[src/rtl/spike_rate_decoder.sv]
// -----------------------------------------------------------------------------
// spike_rate_decoder
//   Sits downstream of the LIF neuron. It only advances on cycles where the
//   neuron actually stepped its membrane (spike_valid=1). It produces two
//   measurements:
//     - rate: a saturating spike count over a window of window_len+1 steps,
//       published once per window.
//     - isi : the inter-spike interval, in steps, between consecutive spikes.
//
// Ports
//   clk          in   1            rising-edge clock
//   reset        in   1            synchronous, active-high reset
//   spike_valid  in   1            neuron performed a membrane step this cycle
//   spike        in   1            neuron spike, used only when spike_valid=1
//   window_len   in   WINDOW_BITS  window length minus one, latched at window start
//   rate         out  COUNT_BITS   spike count of the last completed window
//   rate_valid   out  1            one-cycle pulse when rate/overflow update
//   overflow     out  1            last completed window's count saturated
//   isi          out  ISI_BITS     steps between the last two spikes
//   isi_valid    out  1            one-cycle pulse when isi updates
// -----------------------------------------------------------------------------
module spike_rate_decoder #(
   parameter int WINDOW_BITS = 6,
   parameter int COUNT_BITS  = 7,
   parameter int ISI_BITS    = 8
) (
   input  logic                   clk,
   input  logic                   reset,
   input  logic                   spike_valid,
   input  logic                   spike,
   input  logic [WINDOW_BITS-1:0] window_len,
   output logic [COUNT_BITS-1:0]  rate,
   output logic                   rate_valid,
   output logic                   overflow,
   output logic [ISI_BITS-1:0]    isi,
   output logic                   isi_valid
);

   // Window FSM states. The state is not stored: it is decoded from the step
   // counter, since the closing step is simply the one where the counter has
   // reached the latched window length.
   localparam logic [0:0] ST_COUNT = 1'b0;
   localparam logic [0:0] ST_CLOSE = 1'b1;

   localparam logic [COUNT_BITS-1:0] CNT_MAX = '1;
   localparam logic [ISI_BITS-1:0]   ISI_MAX = '1;

   // Saturating add of a single spike to the window count.
   // Returns {clipped, sum}; clipped is set when the increment was lost.
   function automatic logic [COUNT_BITS:0] sat_add_cnt(
      input logic [COUNT_BITS-1:0] a,
      input logic                  inc
   );
      if (inc && (a == CNT_MAX)) begin
         return {1'b1, a};
      end
      return {1'b0, a + COUNT_BITS'(inc)};
   endfunction

   // Saturating increment of the ISI counter; sticks at all-ones.
   function automatic logic [ISI_BITS-1:0] sat_inc_isi(
      input logic [ISI_BITS-1:0] a
   );
      if (a == ISI_MAX) begin
         return a;
      end
      return a + ISI_BITS'(1);
   endfunction

   logic [WINDOW_BITS-1:0] step_cnt_q,  step_cnt_d;
   logic [COUNT_BITS-1:0]  spike_cnt_q, spike_cnt_d;
   logic                   sat_q,       sat_d;
   logic [WINDOW_BITS-1:0] win_len_q,   win_len_d;
   logic [ISI_BITS-1:0]    isi_cnt_q,   isi_cnt_d;
   logic                   seen_q,      seen_d;
   logic [COUNT_BITS-1:0]  rate_q,      rate_d;
   logic                   rate_vld_q,  rate_vld_d;
   logic                   ovf_q,       ovf_d;
   logic [ISI_BITS-1:0]    isi_q,       isi_d;
   logic                   isi_vld_q,   isi_vld_d;

   logic [0:0]             state;
   logic [COUNT_BITS:0]    cnt_add;

   always_comb begin
      step_cnt_d  = step_cnt_q;
      spike_cnt_d = spike_cnt_q;
      sat_d       = sat_q;
      win_len_d   = win_len_q;
      isi_cnt_d   = isi_cnt_q;
      seen_d      = seen_q;
      rate_d      = rate_q;
      ovf_d       = ovf_q;
      isi_d       = isi_q;
      rate_vld_d  = 1'b0;
      isi_vld_d   = 1'b0;

      state   = (step_cnt_q == win_len_q) ? ST_CLOSE : ST_COUNT;
      cnt_add = sat_add_cnt(spike_cnt_q, spike);

      if (spike_valid) begin
         // Window counting. A spike on the closing step belongs to the
         // window being closed, so it is folded into the published rate.
         if (state == ST_CLOSE) begin
            rate_d      = cnt_add[COUNT_BITS-1:0];
            ovf_d       = sat_q | cnt_add[COUNT_BITS];
            rate_vld_d  = 1'b1;
            step_cnt_d  = '0;
            spike_cnt_d = '0;
            sat_d       = 1'b0;
            win_len_d   = window_len;
         end else begin
            step_cnt_d  = step_cnt_q + WINDOW_BITS'(1);
            spike_cnt_d = cnt_add[COUNT_BITS-1:0];
            sat_d       = sat_q | cnt_add[COUNT_BITS];
         end

         // ISI tracking. The counter holds steps since the last spike
         // excluding the spiking step itself, hence the +1 on report.
         if (spike) begin
            if (seen_q) begin
               isi_d     = sat_inc_isi(isi_cnt_q);
               isi_vld_d = 1'b1;
            end
            isi_cnt_d = '0;
            seen_d    = 1'b1;
         end else begin
            isi_cnt_d = sat_inc_isi(isi_cnt_q);
         end
      end
   end

   // Register stage: all state and outputs update here.
   always_ff @(posedge clk) begin
      if (reset) begin
         step_cnt_q  <= '0;
         spike_cnt_q <= '0;
         sat_q       <= 1'b0;
         win_len_q   <= window_len;
         isi_cnt_q   <= '0;
         seen_q      <= 1'b0;
         rate_q      <= '0;
         rate_vld_q  <= 1'b0;
         ovf_q       <= 1'b0;
         isi_q       <= '0;
         isi_vld_q   <= 1'b0;
      end else begin
         step_cnt_q  <= step_cnt_d;
         spike_cnt_q <= spike_cnt_d;
         sat_q       <= sat_d;
         win_len_q   <= win_len_d;
         isi_cnt_q   <= isi_cnt_d;
         seen_q      <= seen_d;
         rate_q      <= rate_d;
         rate_vld_q  <= rate_vld_d;
         ovf_q       <= ovf_d;
         isi_q       <= isi_d;
         isi_vld_q   <= isi_vld_d;
      end
   end

   assign rate       = rate_q;
   assign rate_valid = rate_vld_q;
   assign overflow   = ovf_q;
   assign isi        = isi_q;
   assign isi_valid  = isi_vld_q;

endmodule

[config.mk]
export PLATFORM = sky130hd
export DESIGN_NAME = spike_rate_decoder
export DESIGN_NICKNAME = d
export VERILOG_FILES = /design/src/rtl/spike_rate_decoder.sv
export SDC_FILE = /design/constraint.sdc
export NUM_CORES = 1
export LEC_CHECK = 0
export CELL_PAD_IN_SITES_DETAIL_PLACEMENT = 1
export CELL_PAD_IN_SITES_GLOBAL_PLACEMENT = 1
export CORE_MARGIN = 2
export CORE_UTILIZATION = 41
export DETAILED_ROUTE_END_ITERATION = 8
export PLACE_DENSITY = 0.85
export SYNTH_ARGS = -nofsm -noshare
export SYNTH_HDL_FRONTEND = slang
export SYNTH_SLANG_ARGS = --single-unit
[constraint.sdc]
create_clock -name clk -period 2.04 [get_ports clk]
set_input_delay 0.306 -clock clk [delete_from_list [all_inputs] [get_ports clk]]
set_output_delay 0.306 -clock clk [all_outputs]
set_load 0.005 [all_outputs]
## After elaboration in Yosys (flattened, before gate mapping)

Index checks and enable logic that the tools add are counted.

| storage, ports and cells | value |
|---|---|
| output and inout port bits | 18 |
| bits in registers | 47 |

| cells by class | value |
|---|---|
| bitwise logic cells | 3 |
| reduce and logical (&&, ||, !) cells | 9 |
| add/subtract/negate cells | 3 |
| muxes and demuxes | 22 |
| eq/ne operators | 3 |

Operators by type and width:

| kind | count |
|---|---|
| two-way mux 8 bit | 6 |
| two-way mux 6 bit | 4 |
| two-way mux 1 bit | 11 |
| adder 8 x 1 -> 8 bit (second input constant) | 1 |
| equality test 8 bit (second input constant) | 1 |
| adder 7 x 1 -> 7 bit | 1 |
| equality test 7 bit (second input constant) | 1 |
| two-way mux 7 bit | 1 |
| adder 6 x 1 -> 6 bit (second input constant) | 1 |
| equality test 6 bit | 1 |
| AND reduction 2 bit | 3 |
| nonzero test 2 bit | 2 |
| AND reduction 3 bit | 1 |
| OR reduction 3 bit | 1 |
| NOT 1 bit | 2 |
| OR reduction 2 bit | 1 |
| logical AND 1 bit | 1 |
| OR 1 bit | 1 |

## Logic depth before layout (Yosys ltp)

Gate-level depths: netlist of the first run.

| logic depth | value |
|---|---|
| depth after elaboration | 6 |
| depth in mapped cells | 6 |
| depth with buffers taken out | 6 |

## Worst setup path after synthesis of the first run

Ideal clock, no wire load.

| timing | value |
|---|---|
| path type | reg2reg |
| from | register win_len_q[2] |
| to | register win_len_q[0] (enable) |
| cell stages (with the launch flop) | 5 |
| clock period less this slack | 1.697 ns |
| data arrival time | 1.373 ns |
| setup slack | 0.343 ns |
| cells stage by stage | edfxtp_1 xnor2_1 nand4_2 o31ai_2 buf_2 |

| between the ends | value |
|---|---|
| longest elaborated chain between the ends | 4 |

Ends and longest elaborated chain:

| item | line | source |
|---|---|---|
| start, declared | 73 | `logic [WINDOW_BITS-1:0] win_len_q, win_len_d;` |
| start signal, assigned | 139 | `win_len_q <= window_len;` |
| start signal, assigned | 151 | `win_len_q <= win_len_d;` |
| equality test 6 bit | 98 | `state = (step_cnt_q == win_len_q) ? ST_CLOSE : ST_COUNT;` |
| two-way mux 1 bit | 98 |  |
| nonzero test 2 bit (no line) | n/a |  |
| AND reduction 2 bit (no line) | n/a |  |

Every way passes these cells.
A chain may end at the register's enable or synchronous reset.

## Worst setup path in the final report of the first run

| timing | value |
|---|---|
| from | register isi_cnt_q[0] |
| to | register isi_cnt_q[2] |

| between the ends | value |
|---|---|
| longest elaborated chain between the ends | 6 |

Ends and longest elaborated chain:

| item | line | source |
|---|---|---|
| start, declared | 74 | `logic [ISI_BITS-1:0] isi_cnt_q, isi_cnt_d;` |
| start signal, assigned | 152 | `isi_cnt_q <= isi_cnt_d;` |
| equality test 8 bit | 64 | `if (a == ISI_MAX) begin` |
| two-way mux 1 bit | 64 |  |
| two-way mux 1 bit | 120 | `if (spike) begin` |
| two-way mux 1 bit | 101 | `if (spike_valid) begin` |
| two-way mux 8 bit * | 67 | `return a + ISI_BITS'(1);` |
| two-way mux 8 bit * | 120 |  |

Every way passes the cells marked *; elsewhere a longest branch is shown, timed or not. The select of a mux whose other input is x is not followed.

==> reports/results.txt, run 1 <==
Port-buffer cells -> 27
Cell Pwr Density -> 636 nW/µm²
hold_buf cts -> 0
CTS H-Tree Depth -> 2
global-route wire length before repair -> 8.59 mm
Critical path origin -> isi_cnt_q[0]
share of layout cells above drive strength 1 -> 11.4%
CP Cell Sequence -> ha_1 -> and4_1 -> nand2_1 -> a31o_2 -> a211oi_1
Final Skew -> 0.00500 ns
post-synthesis sequential area ratio -> 47.9%
drt pass-1 iters -> 4
RSZ-0062 raised after global routing -> no
Final Max Slew Viols -> 0
ys flop type -> dfxtp_1
CTS max path bufs -> 2
Crit Path Class -> flop to flop
CP max stage delay -> 0.45 ns
residual DRC count -> 0
gpl congestion -> 0.915
# setup viols final -> 0
crit path DAT -> 2.05 ns
Post-Syn Nets -> 245
final core utilization -> 54.0%
P&R area growth vs syn -> 24.6%
CP endpoint kind -> flop
Worst path slowest cell -> dfxtp_1
num ports -> 28
post-route cell area -> 2600 µm²
Critical Path Start Type -> flop
Setup Buffers After CTS -> 0
# clock sinks -> 47
gr busiest metal -> met2
peak supply drop -> 570 µV
site row count -> 25
Die Width -> 75.4 µm
Post-DP Area -> 2520 µm²
Synth Register Bits -> 47
Vias -> 1848
core area -> 4820 µm²
Leak -> 0.000942 µW
relative slew slack -> 72.3%
Vias/cell -> 5.47
Reg2Reg Launch Point -> isi_cnt_q[0]
commonest non-fill, non-tap cells in the layout -> dfxtp_1, clkdlybuf4s50_1, nand2_1, nor2_1, a21oi_1
total CTS buffers -> 5
CTS tree -> yes
clock root buffer -> clkbuf_8
post-CTS sizing -> 0
clock slew at reported path FFs -> 0.08 ns
largest net degree at the start of global routing -> 21
Post-synth ARST share -> 0%
initial antenna violation count -> 0
final antenna-violating net count -> 0
Tightest Pin Transition -> 0.412 ns
Top delay family on crit path -> compound AO/OA/AOI/OAI gates
GR Overflow Total -> 0
met2 Usage GRT -> 35.8%
GRT Total Usage -> 20.1%
max-cap violations -> 0
Hold Crit Class -> flop to flop
Cells after Synth -> 231
Synth Cell Area -> 2090 µm²
Final nets -> 284
endpoints failing hold -> 0
post-DP HPWL -> 3.76 mm
worst skew pair latency -> 0.30 ns
Vert. Die Dim -> 75.4 µm
fin crit share -> 90.0%
GR Util met1 -> 23.8%
hold_sp -> isi[2]
Syn Area/Cell -> 9.05 µm²
setup TNS -> 0 ns
Diodes inserted -> 0
CP required -> 2.26 ns
Routed WL per cell -> 15.3 µm
status -> finished clean
number of synthesis warnings -> 0
Max Clock Freq -> 0.544 GHz
number of synthesized flops with an enable pin -> 6
Netlist cell types -> 39
die area -> 5680 µm²
final WL -> 5.18 mm
Tmin final -> 1.84 ns
Max Fanout on Critical Path -> 8
commonest non-fill, non-tap cell in the layout -> dfxtp_1
WP buf/inv -> 0
DRT iter0 DRCs -> 74
vias in the first global route -> 1880
power consumption -> 1660 µW
effective utilization at floorplan -> 43.4%
met3 Track Usage GR -> 4.10%
# fillers -> 576
==> state kept, by name, indices dropped and copies added, names as in the netlist <==
signal,cells
seen_q,1
win_len_q,6
spike_cnt_q,7
step_cnt_q,6
isi,8
isi_valid,1
overflow,1
sat_q,1
rate_valid,1
rate,7
isi_cnt_q,8
==> layer usage <==
layer  up-vias  routed length [µm]
li1        911                   -
met1       900                2340
met2        28                2610
met3         9                 145
met4         0                  89
met5         -                   0
==> cell usage after synthesis (4+ instances only) <==
library cell,n,area (µm²)
o32ai_1,4,35.0
nor2_1,22,82.6
a211oi_1,4,30.0
xnor2_1,9,78.8
xor2_1,5,43.8
ha_1,4,50.1
buf_2,4,20.0
o22ai_1,8,50.1
a31oi_1,5,31.3
edfxtp_1,6,180
nand4_1,4,25.0
or3_1,4,25.0
inv_1,12,45.0
a21oi_1,19,95.1
nor3_1,4,20.0
and3_1,6,37.5
clkbuf_1,7,26.3
o21ai_0,8,40.0
nand3_1,8,40.0
nand2_1,22,82.6
dfxtp_1,41,821
==> kinds of logic after synthesis <==
family | synth area share, %
multiplexers | 0.958
AO/OA/AOI/OAI | 20.4
adder cells (fa/ha/maj) | 2.40
flip-flops | 47.9
XOR/XNOR | 5.87
buffers and inverters | 4.55
AND/OR/NAND/NOR | 18.0
==> area by class of cell <==
type	count	area (µm²)	area share (%)
Sequential cell	47	1000	38.5
Multi-Input combinational cell	160	993	38.2
Timing Repair Buffer	44	398	15.3
Tap cell	67	83.8	3.22
Clock buffer	7	76.3	2.93
Inverter	12	45.0	1.73
Clock inverter	1	5.00	0.192
==> path summary, 6_finish.rpt <==
check	to	slack, ns	depth (start not counted)
worst max-delay path	isi_cnt_q[2]	0.20	5
worst min-delay path	isi[2]	0.46	2
worst max register to register	isi_cnt_q[2]	0.20	5
worst min register to register	isi[2]	0.46	2
==> per-stage QoR <==
stage | hold slack (ns) | instances | worst slack, ns
detailed placement | 0.448 | 330 | -0.0417
global route | 0.491 | 338 | 0.0673
finish | 0.461 | 338 | 0.203
CTS | 0.460 | 338 | 0.237
floorplan | 0.390 | 231 | 0.343
global placement | 0.444 | 330 | 0.0865
==> worst register-to-register path, cell delays in order (launching register included) <==
cell and delay (ns):
dfxtp_1 0.45, ha_1 0.36, and4_1 0.29, nand2_1 0.14, a31o_2 0.27, a211oi_1 0.24
==> report_power, final <==
group / internal [µW] / switching, µW
sequential: 956 / 14.9
clock: 241 / 309
combinational: 63.4 / 70.8
Note: power is estimated with default switching activity, not from simulation.
==> run 2: changes to the inputs <==
- GPL_TIMING_DRIVEN: unset -> 1
==> results of run 2 <==
The final DEF is identical to that of run 1; final timing and power are the same.
==> run 3: changes to the inputs <==
- CORE_ASPECT_RATIO: unset -> 1.5
==> run 3 against run 2 <==
Against the previous run: final cell count unchanged; total power increased by 17%; clock power increased by 50%; fmax increased by 1.2%; design area increased by 2.4%; critical path depth decreased by 1; wire length increased by 8.5%; via count increased by 1.4%; sequential share of layout area decreased by 0.89 points; flip-flop and latch count unchanged; highest routed layer unchanged.
==> reports/results.txt, run 3 (synthesized netlist as in run 1, its figures left out) <==
status -> finished clean (unchanged)
Vias/cell -> 5.54 (was 5.47)
CP endpoint kind -> flop (unchanged)
clock share of power -> 42.7% (was 33.3%)
RSZ-0062 raised after global routing -> no (unchanged)
Tightest Pin Transition -> 0.461 ns (was 0.412 ns)
Diodes inserted -> 0 (unchanged)
Setup Buffers After CTS -> 0 (unchanged)
CTS tree -> yes (unchanged)
peak supply drop -> 447 µV (was 570 µV)
final core utilization -> 54.5% (was 54.0%)
Final nets -> 285 (was 284)
Vias -> 1874 (was 1848)
CTS H-Tree Depth -> 2 (unchanged)
GR Overflow Total -> 0 (unchanged)
die area -> 5700 µm² (was 5680 µm²)
gr busiest metal -> met2 (unchanged)
# setup viols final -> 0 (unchanged)
fin crit share -> 88.9% (was 90.0%)
Switching Power -> 425 µW (was 395 µW)
hold_buf cts -> 0 (unchanged)
Hold Crit Class -> flop to flop (unchanged)
CP Cell Sequence -> xnor2_1 -> nand4_2 -> or3_1 -> o32ai_2 (was ha_1 -> and4_1 -> nand2_1 -> a31o_2 -> a211oi_1)
Seq pwr share -> 50.2% (was 58.6%)
Routed WL per cell -> 16.6 µm (was 15.3 µm)
pre-CTS worst setup slack -> 0.0723 ns (was -0.0417 ns)
clock root buffer -> clkbuf_8 (unchanged)
DRT iter0 DRCs -> 44 (was 74)
Port-buffer cells -> 27 (unchanged)
gpl congestion -> 0.873 (was 0.915)
share of layout cells above drive strength 1 -> 12.5% (was 11.4%)
drt pass-1 iters -> 4 (unchanged)
CP max stage delay -> 0.59 ns (was 0.45 ns)
global-route wire length before repair -> 9.38 mm (was 8.59 mm)
clock slew at reported path FFs -> 0.09 ns (was 0.08 ns)
core area -> 4890 µm² (was 4820 µm²)
Final Skew -> 0.00907 ns (was 0.00500 ns)
P&R area growth vs syn -> 27.5% (was 24.6%)
Comb power frac -> 7.1% (was 8.1%)
Crit Path Class -> flop to flop (unchanged)
residual DRC count -> 0 (unchanged)
final WL -> 5.63 mm (was 5.18 mm)
post-DP HPWL -> 4.04 mm (was 3.76 mm)
# clock sinks -> 47 (unchanged)
Cell Pwr Density -> 726 nW/µm² (was 636 nW/µm²)
post-CTS sizing -> 0 (unchanged)
# fillers -> 605 (was 576)
Internal Power -> 1510 µW (was 1260 µW)
CTS max path bufs -> 2 (unchanged)
Max Clock Freq -> 0.551 GHz (was 0.544 GHz)
sw frac -> 22.0% (was 23.9%)
final antenna-violating net count -> 0 (unchanged)
effective utilization at floorplan -> 42.8% (was 43.4%)
relative slew slack -> 69.0% (was 72.3%)
met3 Track Usage GR -> 3.35% (was 4.10%)
setup TNS -> 0 ns (unchanged)
max-cap violations -> 0 (unchanged)
placed insts -> 330 (unchanged)
Leak -> 0.000972 µW (was 0.000942 µW)
CP required -> 2.27 ns (was 2.26 ns)
commonest non-fill, non-tap cell in the layout -> dfxtp_1 (unchanged)
Max Fanout on Critical Path -> 9 (was 8)
Final Max Slew Viols -> 0 (unchanged)
post-route cell area -> 2660 µm² (was 2600 µm²)
Die Width -> 62.3 µm (was 75.4 µm)
vias in the first global route -> 1972 (was 1880)
total CTS buffers -> 5 (unchanged)
commonest non-fill, non-tap cells in the layout -> dfxtp_1, clkdlybuf4s50_1, nand2_1, nor2_1, a21oi_1 (unchanged)
num ports -> 28 (unchanged)
Vert. Die Dim -> 91.4 µm (was 75.4 µm)
Tmin final -> 1.81 ns (was 1.84 ns)
Post-Layout Cell Count -> 338 (unchanged)
endpoints failing hold -> 0 (unchanged)
Final WS setup -> 0.226 ns (was 0.203 ns)
Post-DP Area -> 2530 µm² (was 2520 µm²)
initial antenna violation count -> 0 (unchanged)
largest net degree at the start of global routing -> 21 (unchanged)
GRT Total Usage -> 20.8% (was 20.1%)
site row count -> 31 (was 25)
crit path DAT -> 2.04 ns (was 2.05 ns)
Worst path slowest cell -> or3_1 (was dfxtp_1)
met2 Usage GRT -> 38.1% (was 35.8%)
worst skew pair latency -> 0.31 ns (was 0.30 ns)
GR Util met1 -> 23.2% (was 23.8%)
Critical Path Start Type -> flop (unchanged)
run 3: cell count changes in the layout (fill, tap and decap cells not counted), sizes merged:
cell      previous run  this run
clkbuf               7         5
buf                 17        18
clkinvlp             0         1
bufinv               0         2
clkinv               1         0
run 3: metal layers:
layer | up-vias | wire length [µm]
li1 | 914 | -
met1 | 926 | 2320
met2 | 28 | 3070
met3 | 6 | 129
met4 | 0 | 108
met5 | - | 0
run 3: critical path, delay by kind of cell (launching register included):
kind             cells  cell delay [ns]
flip-flops           1             0.46
AND/OR/NAND/NOR      2             0.81
XOR/XNOR             1             0.17
AO/OA/AOI/OAI        1             0.30
run 3: worst paths after layout:
check        slack [ns]  cells after the start      end           from
min reg2reg        0.46                      2   isi[4]         isi[4]
min                0.46                      2   isi[4]         isi[4]
max                0.23                      4  rate[3]  step_cnt_q[0]
max reg2reg        0.23                      4  rate[3]  step_cnt_q[0]
run 3: power by group through the flow:
stage                     Combinational [µW]  Sequential [µW]  Clock, µW
after global placement                   132              991          0
final                                    137              971        826
after floorplan                         70.4              989          0
after detailed placement                 136              993          0
after CTS                                138              971        840
after global routing                     151              974        872
run 3: per-stage QoR:
stage	hold slack, ns	total power [µW]
floorplan	0.390	1060
global placement	0.445	1120
detailed placement	0.447	1130
CTS	0.464	1950
global route	0.498	2000
finish	0.460	1930
run 3: area by class of cell:
type | instances | area [µm²] | area share [%]
Sequential cell | 47 | 1000 | 37.6
Multi-Input combinational cell | 160 | 993 | 37.3
Timing Repair Buffer | 45 | 405 | 15.2
Tap cell | 66 | 82.6 | 3.10
Clock buffer | 5 | 68.8 | 2.58
Clock inverter | 3 | 67.6 | 2.54
Inverter | 12 | 45.0 | 1.69
